**src/rtl/cardio_feature_loader.sv**
```systemverilog
// cardio_feature_loader
// Front end for the combinational BNN classifier cardio_bp. It collects N
// B-bit features from a valid/ready stream and packs them into one flat
// vector. It holds that vector while the classifier settles, then samples
// the class index and offers it on a valid/ready result port.
// Optional build macro LOADER_FRAMECHK_EN: checks feat_last on every
// accepted beat. A misplaced flag drops the frame and pulses frame_err.
module cardio_feature_loader #(
    parameter int N      = 19,
    parameter int B      = 4,
    parameter int C      = 3,
    parameter int SETTLE = 2,
    parameter int FCW    = 16,
    localparam int KW    = (C > 1) ? $clog2(C) : 1
) (
    input  logic             clk,
    input  logic             rst_n,
    input  logic             feat_valid,
    output logic             feat_ready,
    input  logic [B-1:0]     feat_data,
    input  logic             feat_last,
    output logic [N*B-1:0]   inp_vec,
    input  logic [KW-1:0]    klass_in,
    output logic             res_valid,
    input  logic             res_ready,
    output logic [KW-1:0]    res_klass,
    output logic             busy,
    output logic             frame_err,
    output logic [FCW-1:0]   frames_done
);

    localparam int BCW = (N > 1) ? $clog2(N) : 1;
    localparam int SCW = (SETTLE > 1) ? $clog2(SETTLE) : 1;

    typedef enum logic [1:0] {
        ST_COLLECT = 2'd0,
        ST_SETTLE  = 2'd1,
        ST_RESULT  = 2'd2
    } state_t;

    state_t           state_q, state_d;
    logic [BCW-1:0]   beat_q, beat_d;
    logic [SCW-1:0]   settle_q, settle_d;
    logic [N*B-1:0]   inp_vec_q, inp_vec_d;
    logic [KW-1:0]    res_klass_q, res_klass_d;
    logic             res_valid_q, res_valid_d;
    logic             feat_ready_q, feat_ready_d;
    logic             busy_q, busy_d;
    logic             frame_err_q, frame_err_d;
    logic [FCW-1:0]   frames_done_q, frames_done_d;

    logic             beat_acc_s;
    logic             last_pos_s;
    logic             hs_s;
    logic             bad_s;

    assign beat_acc_s = feat_valid && feat_ready_q;
    assign last_pos_s = (beat_q == BCW'(N - 1));
    assign hs_s       = res_valid_q && res_ready;

`ifdef LOADER_FRAMECHK_EN
    // A frame is malformed when feat_last disagrees with the beat position.
    assign bad_s = beat_acc_s && (feat_last != last_pos_s);
`else
    // Frames are delimited by count alone, so feat_last is not used.
    logic unused_feat_last_s;
    assign unused_feat_last_s = feat_last;
    assign bad_s = 1'b0;
`endif

    // State and datapath registers; async reset puts the loader back in COLLECT.
    always_ff @(posedge clk or negedge rst_n) begin
        if (!rst_n) begin
            state_q       <= ST_COLLECT;
            beat_q        <= {BCW{1'b0}};
            settle_q      <= {SCW{1'b0}};
            inp_vec_q     <= {(N*B){1'b0}};
            res_klass_q   <= {KW{1'b0}};
            res_valid_q   <= 1'b0;
            feat_ready_q  <= 1'b1;
            busy_q        <= 1'b0;
            frame_err_q   <= 1'b0;
            frames_done_q <= {FCW{1'b0}};
        end else begin
            state_q       <= state_d;
            beat_q        <= beat_d;
            settle_q      <= settle_d;
            inp_vec_q     <= inp_vec_d;
            res_klass_q   <= res_klass_d;
            res_valid_q   <= res_valid_d;
            feat_ready_q  <= feat_ready_d;
            busy_q        <= busy_d;
            frame_err_q   <= frame_err_d;
            frames_done_q <= frames_done_d;
        end
    end

    // Next-state: collect N beats, wait out the settle time, then hold the result until it is taken.
    always_comb begin
        state_d = state_q;
        case (state_q)
            ST_COLLECT: begin
                if (beat_acc_s && !bad_s && last_pos_s) begin
                    state_d = ST_SETTLE;
                end else begin
                    state_d = ST_COLLECT;
                end
            end
            ST_SETTLE: begin
                if (settle_q == {SCW{1'b0}}) begin
                    state_d = ST_RESULT;
                end else begin
                    state_d = ST_SETTLE;
                end
            end
            ST_RESULT: begin
                if (hs_s) begin
                    state_d = ST_COLLECT;
                end else begin
                    state_d = ST_RESULT;
                end
            end
            default: state_d = ST_COLLECT;
        endcase
    end

    // Datapath and output next values; ready and busy follow the upcoming state so they stay registered.
    always_comb begin
        beat_d        = beat_q;
        settle_d      = settle_q;
        inp_vec_d     = inp_vec_q;
        res_klass_d   = res_klass_q;
        res_valid_d   = res_valid_q;
        frame_err_d   = 1'b0;
        frames_done_d = frames_done_q;
        case (state_q)
            ST_COLLECT: begin
                if (beat_acc_s) begin
                    inp_vec_d = {inp_vec_q[N*B-B-1:0], feat_data};
                    if (bad_s) begin
                        beat_d      = {BCW{1'b0}};
                        frame_err_d = 1'b1;
                    end else if (last_pos_s) begin
                        beat_d   = {BCW{1'b0}};
                        settle_d = SCW'(SETTLE - 1);
                    end else begin
                        beat_d = beat_q + BCW'(1);
                    end
                end else begin
                    beat_d = beat_q;
                end
            end
            ST_SETTLE: begin
                if (settle_q == {SCW{1'b0}}) begin
                    res_klass_d = klass_in;
                    res_valid_d = 1'b1;
                end else begin
                    settle_d = settle_q - SCW'(1);
                end
            end
            ST_RESULT: begin
                if (hs_s) begin
                    res_valid_d   = 1'b0;
                    frames_done_d = frames_done_q + FCW'(1);
                end else begin
                    res_valid_d = res_valid_q;
                end
            end
            default: begin
                beat_d      = {BCW{1'b0}};
                res_valid_d = 1'b0;
            end
        endcase
        feat_ready_d = (state_d == ST_COLLECT);
        busy_d       = (state_d != ST_COLLECT);
    end

    assign feat_ready  = feat_ready_q;
    assign inp_vec     = inp_vec_q;
    assign res_valid   = res_valid_q;
    assign res_klass   = res_klass_q;
    assign busy        = busy_q;
    assign frame_err   = frame_err_q;
    assign frames_done = frames_done_q;

endmodule

```
**config.mk**
```make
export PLATFORM = sky130hd
export DESIGN_NAME = cardio_feature_loader
export DESIGN_NICKNAME = d
export VERILOG_FILES = /design/src/rtl/cardio_feature_loader.sv
export SDC_FILE = /design/constraint.sdc
export NUM_CORES = 1
export LEC_CHECK = 0
export CAP_MARGIN = 5
export CORE_AREA = 2 2 95 189
export CTS_BUF_LIST = sky130_fd_sc_hd__clkbuf_8
export DETAILED_ROUTE_END_ITERATION = 6
export DIE_AREA = 0 0 97 191
export PLACE_DENSITY = 0.55
export RECOVER_POWER = 50
export SYNTH_ARGS = -nofsm -noshare
export SYNTH_HDL_FRONTEND = slang
export SYNTH_SLANG_ARGS = --single-unit
```
**constraint.sdc**
```tcl
create_clock -name clk -period 2.4 [get_ports clk]
set_clock_uncertainty 0.15 [all_clocks]
set_input_delay 0.48 -clock clk [delete_from_list [all_inputs] [get_ports clk]]
set_output_delay 0.48 -clock clk [all_outputs]
set_load 0.01 [all_outputs]
```
==> results of run 1 <==
-- flip-flops by register name (all words and copies together) (netlist names), 2 cells and up --
name and flops:
state_q 2, frames_done 16, beat_q 5, res_klass 2, inp_vec 76
-- metrics by stage --
step | setup slack [ns] | utilization (%)
finish | 0.280 | 33.7
global route | 0.139 | 33.7
CTS | 0.246 | 33.9
detailed placement | 0.284 | 32.4
global placement | 0.297 | 32.4
floorplan | 0.693 | -
-- final timing paths --
check                                   to             from  depth (start not counted)
min in group asynchronous  frames_done[11]            rst_n                          2
max reg2reg                    inp_vec[56]       state_q[0]                          5
min reg2reg                frames_done[15]  frames_done[15]                          1
max in group asynchronous      inp_vec[62]            rst_n                          3
min                        frames_done[15]  frames_done[15]                          1
max                             feat_ready       feat_ready                          1
-- logic make-up after synthesis --
kind of cell	count (synthesis)	share of synthesized area, %
compound gates	18	2.48
xor+xnor	15	3.13
fa+ha+maj	7	2.09
buf+inv	15	2.36
flops	105	62.7
mux	78	20.9
other cells	1	0.0894
simple gates	49	6.24
-- what timing repair did --
item                                   in CTS  in global routing
setup buffers                               0                  0
hold buffers                                1                  0
endpoints found under the hold margin      23                  0
gates resized for setup                     0                  0
-- power groups by stage --
stage               clock network, mW  logic (mW)  registers (mW)
finish                           1.32        3.03            2.94
CTS                              1.38        3.12            2.96
detailed placement                  0        3.10            2.99
global route                     1.44        3.29            3.06
global placement                    0        3.08            2.96
floorplan                           0        1.25            3.19
-- layout make-up --
type	count	area, um^2
Fill cell	1740	11300
Timing Repair Buffer	114	1150
Tap cell	210	263
Clock inverter	6	106
Multi-Input combinational cell	168	1470
Inverter	5	18.8
Clock buffer	10	138
Sequential cell	105	2630
-- synth_stat cells, drive strengths merged --
master and count:
nand2 14, dfstp 1, o2bb2ai 1, xnor2 15
a21oi 5, ha 7, nor2 6, or2 2
a21o 2, buf 10, and3 2, nand4 8
mux2 78, conb 1, and2 1, nand3 9
nand2b 1, nor2b 3, inv 5, nand4bb 1
o21ai 8, dfrtp 104, nor3 1, and4 1
o31ai 2
-- layer usage --
metal | GRT usage, % | share of wire (%) | vias up | routed length (um)
li1 | - | - | 1244 | -
met1 | 13.2 | 49 | 1295 | 4240
met2 | 13.6 | 40 | 105 | 3470
met3 | 4.31 | 9.3 | 10 | 803
met4 | 3.41 | 1.4 | 0 | 124
met5 | 0 | 0 | - | 0
==> flow_summary.toml, run 1 <==
[status]
outcome = "finished clean"

[critical_path]
crit_path_end_kind = "output port"
worst_path_max_delay_cell = "dfstp_2"
cp_slowest_stage_delay_ns = 0.57
criticalPathCategory = "register to output port"
critPathRequiredTime_ns = 1.77
rrSetupSlack_ns = 0.42
start_kind = "register"
cp_max_fo = 3
cp_data_arrival_time_ns = 1.49
crit_chain = "clkdlybuf4s50_1"
crit_buf_inv = 1
crit_family = "flip-flops"

[die]
die_area_um2 = 18500
start_util_pct = 24.5
num_rows = 68
dieWidth_um = 97
core_area_um2 = 17100
die_h_um = 191
pin_count = 109

[timing]
finalCritPeriodShare_pct = 88.3
hold_ws_ns = 0.337
rsz0062_at_grt = "no"
min_period_ns = 2.12
finalMaxSlewViolations = 0
maxSlewHeadroom_pct = 30.8
finalSetupTns_ns = 0
fmax_mhz = 472
worstMarginPinSlew_ns = 1.04
hold_violations = 0
finalSetupViolations = 0

[drt]
drtAntennaViolNets = 0
vias = 2654
firstDrtPassIters = 3
drt-initial-drc-count = 59
drc = 0
routed_via_density = 4.29
wire_per_inst_um = 14.0
drt_wl_total_mm = 8.64

[power]
ir_worst_vdd_mv = 0.599
netSwitchingFraction_pct = 31.0
p_int_mw = 5.03
seq_power_share_pct = 40.4
pwr-share-clk_pct = 18.1
combPwrFrac_pct = 41.5
switchingPower_mw = 2.26
p_leak_nw = 2.51
power_density_nw_per_um2 = 1260
finalPower_mw = 7.29

[clocking]
cts-htree-levels = 3
cts_buffers = 9
clk_pin_slew_ns = 0.10
clockRootBuffer = "clkbuf_8"
cts_tree = "built"
cts_buffer_depth = 2
cts_num_sinks = 105
insertion_delay_ns = 0.37

[placed_design]
io_buffers = 106
gp_congestion = 0.714
dp_hpwl_mm = 6.08
post_dp_cell_area_um2 = 5550
dp_cells = 601

[logic_synthesis]
yosys_warnings = 0
synth.top_cells.by_area = "dfrtp_1 62%, mux2_2 21%, xnor2_1 3.1%"
postSynthCellCount = 288
ys_ff_latch = 105
avgSynthCellArea_um2 = 14.6
yosysSeqAreaShare_pct = 62.7
synth.distinct_cells = 30
synth_top_cell_by_area = "dfrtp_1"
synth.cell_area_um2 = 4190
synth_nets = 306
yosysTopAreaCellShare_pct = 62.1

[run]
cap_viol_max_count = 0

[global_routing]
grt_pass1_vias = 2726
grt_pass1_wl_mm = 14.4
track_usage_pct = 9.67
grt_start_max_net_pins = 41
antenna_found_initial = 0
grt.overflow.total = 0

[finish]
final_common_cell = "dfrtp_1"
n_antenna_cell = 0
mostFrequentLayoutCells = "104 x dfrtp_1, 92 x clkdlybuf4s50_1, 78 x mux2_2"
areaGrowthSynthToFinish_pct = 37.6
final_area_um2 = 5770
drive_above_1_share_pct = 25.0
fin_nets = 421
instances_no_fill = 618

[worst_hold_path]
hold_path.class = "register to register"
Power figures use the tool's default switching activity.
==> run 2, diff against run 1 <==
- GPL_TIMING_DRIVEN: unset -> 0
==> run 2 against run 1 <==
  * Clock power decreased by 24%
  * Critical path type is now register to register
  * Count of clock-buffer cells in the layout decreased by 1
  * Routed wire length increased by 3.5%
  * Sequential power about the same
  * Hold slack got worse by 0.0047 ns
==> flow_summary.toml, run 2 (synthesized netlist as in run 1, its figures left out) <==
[status]
outcome = "finished clean"

[die]
dieWidth_um = 97
die_area_um2 = 18500
core_area_um2 = 17100
die_h_um = 191
num_rows = 68
pin_count = 109
start_util_pct = 24.5

[drt]
drt-initial-drc-count = 56
drtAntennaViolNets = 0
drt_wl_total_mm = 8.94
drc = 0
firstDrtPassIters = 4
routed_via_density = 4.23
vias = 2632
wire_per_inst_um = 14.4

[timing]
hold_ws_ns = 0.332
min_period_ns = 2.14
worstMarginPinSlew_ns = 1.05
hold_violations = 0
maxSlewHeadroom_pct = 29.7
fmax_mhz = 468
rsz0062_at_grt = "no"
finalMaxSlewViolations = 0
finalSetupTns_ns = 0
setup_slack_ns = 0.262
finalSetupViolations = 0
finalCritPeriodShare_pct = 89.1

[power]
seq_power_share_pct = 41.9
power_density_nw_per_um2 = 1230
combPwrFrac_pct = 43.8
p_int_mw = 4.70
p_leak_nw = 2.45
pwr-share-clk_pct = 14.3
finalPower_mw = 7.01
switchingPower_mw = 2.31
ir_worst_vdd_mv = 0.563
netSwitchingFraction_pct = 32.9

[global_routing]
antenna_found_initial = 0
grt_pass1_vias = 2711
track_usage_pct = 9.83
grt_start_max_net_pins = 67
grt_pass1_wl_mm = 14.6
grt.overflow.total = 0

[finish]
fin_nets = 425
areaGrowthSynthToFinish_pct = 36.2
largest_register_ffs = 76
final_area_um2 = 5710
drive_above_1_share_pct = 26.5
final_common_cell = "dfrtp_1"
mostFrequentLayoutCells = "104 x dfrtp_1, 103 x clkdlybuf4s50_1, 78 x mux2_2"
n_antenna_cell = 0

[critical_path]
cp_slowest_stage_delay_ns = 0.41
crit_chain = "inv_1 > ha_1 > clkbuf_1 > nand3_2 > buf_6 > or2_0 > a21o_1 > inv_2"
rrSetupSlack_ns = 0.26
criticalPathCategory = "register to register"
crit_family = "buffers and inverters"
worst_path_max_delay_cell = "dfrtp_1"
start_kind = "register"
crit_path_end_kind = "register"
reg2reg_depth = 8
rr_endpoint = "busy"
cp_data_arrival_time_ns = 2.31
rr_startpoint = "state_q[0]"
cp_max_fo = 10
critPathRequiredTime_ns = 2.57
crit_buf_inv = 4

[placed_design]
dp_slack_ns = 0.191
io_buffers = 106
dp_hpwl_mm = 6.33
gp_congestion = 0.716
post_dp_cell_area_um2 = 5540

[worst_hold_path]
hold_path.class = "register to register"
hold_start = "frames_done[15]"
hold_path_depth = 1
hold_end = "frames_done[15]"

[clocking]
cts_num_sinks = 105
cts_buffer_depth = 2
insertion_delay_ns = 0.38
clk_pin_slew_ns = 0.10
clockRootBuffer = "clkbuf_8"
cts_tree = "built"
cts-htree-levels = 3
cts_buffers = 9

[run]
cap_viol_max_count = 0
run 2: changes by cell type in the layout (fill, tap and decap cells not counted), moves of 2 or more:
cell and change:
buf_6 +4, bufinv_16 -3, buf_12 -3, clkinv_2 +4, buf_2 +2, inv_1 -2, clkdlybuf4s50_1 +11, dlygate4sd3_1 -11
run 2: through the flow:
| step | cells | utilization, % |
|---|---|---|
| after floorplan | 288 | - |
| after global placement | 604 | 32.3 |
| after detailed placement | 605 | 32.4 |
| after CTS | 622 | 33.5 |
| after global routing | 622 | 33.4 |
| final | 622 | 33.4 |
run 2: power groups by stage:
stage	Sequential, mW	Clock (mW)	Combinational [mW]
after floorplan	3.19	0	1.25
after global placement	2.96	0	3.10
after detailed placement	2.98	0	3.12
after CTS	2.95	1.06	3.14
after global routing	3.05	1.13	3.31
final	2.93	1.00	3.07
run 2: worst max-delay path by stage:
stage          slack (ns)              end  cells after the start        from
4_1_cts              0.27       feat_ready                      1  feat_ready
2_1_floorplan        0.69       inp_vec[0]                      7  state_q[0]
5_1_grt              0.12             busy                      8  state_q[0]
3_3_place_gp        -3.49       inp_vec[0]                      1       rst_n
6_report             0.26             busy                      8  state_q[0]
3_5_place_dp         0.19  frames_done[11]                      5   res_ready
run 2: timing repair:
action                                 4_1_cts  5_1_grt
endpoints found under the hold margin       39        0
hold buffers                                 1        0
gates resized for setup                      0        0
setup buffers                                0        0
run 2: worst register-to-register path, stage by stage, from the launching register on:
cell,delay [ns]
dfrtp_1,0.41
inv_1,0.09
ha_1,0.15
clkbuf_1,0.35
nand3_2,0.22
buf_6,0.21
or2_0,0.25
a21o_1,0.23
inv_2,0.05
run 2: per-layer routing:
layer / wire length, um / GRT usage [%]
met1: 4250 / 12.9
met2: 3680 / 14.1
met3: 864 / 4.42
met4: 141 / 3.90
met5: 0 / 0
run 2: layout make-up:
| cell class | instances | area [um^2] |
|---|---|---|
| Clock buffer | 9 | 124 |
| Multi-Input combinational cell | 168 | 1460 |
| Inverter | 5 | 18.8 |
| Sequential cell | 105 | 2630 |
| Clock inverter | 7 | 45.0 |
| Buffer | 10 | 76.3 |
| Timing Repair Buffer | 108 | 1090 |
| Tap cell | 210 | 263 |
| Fill cell | 1727 | 11400 |
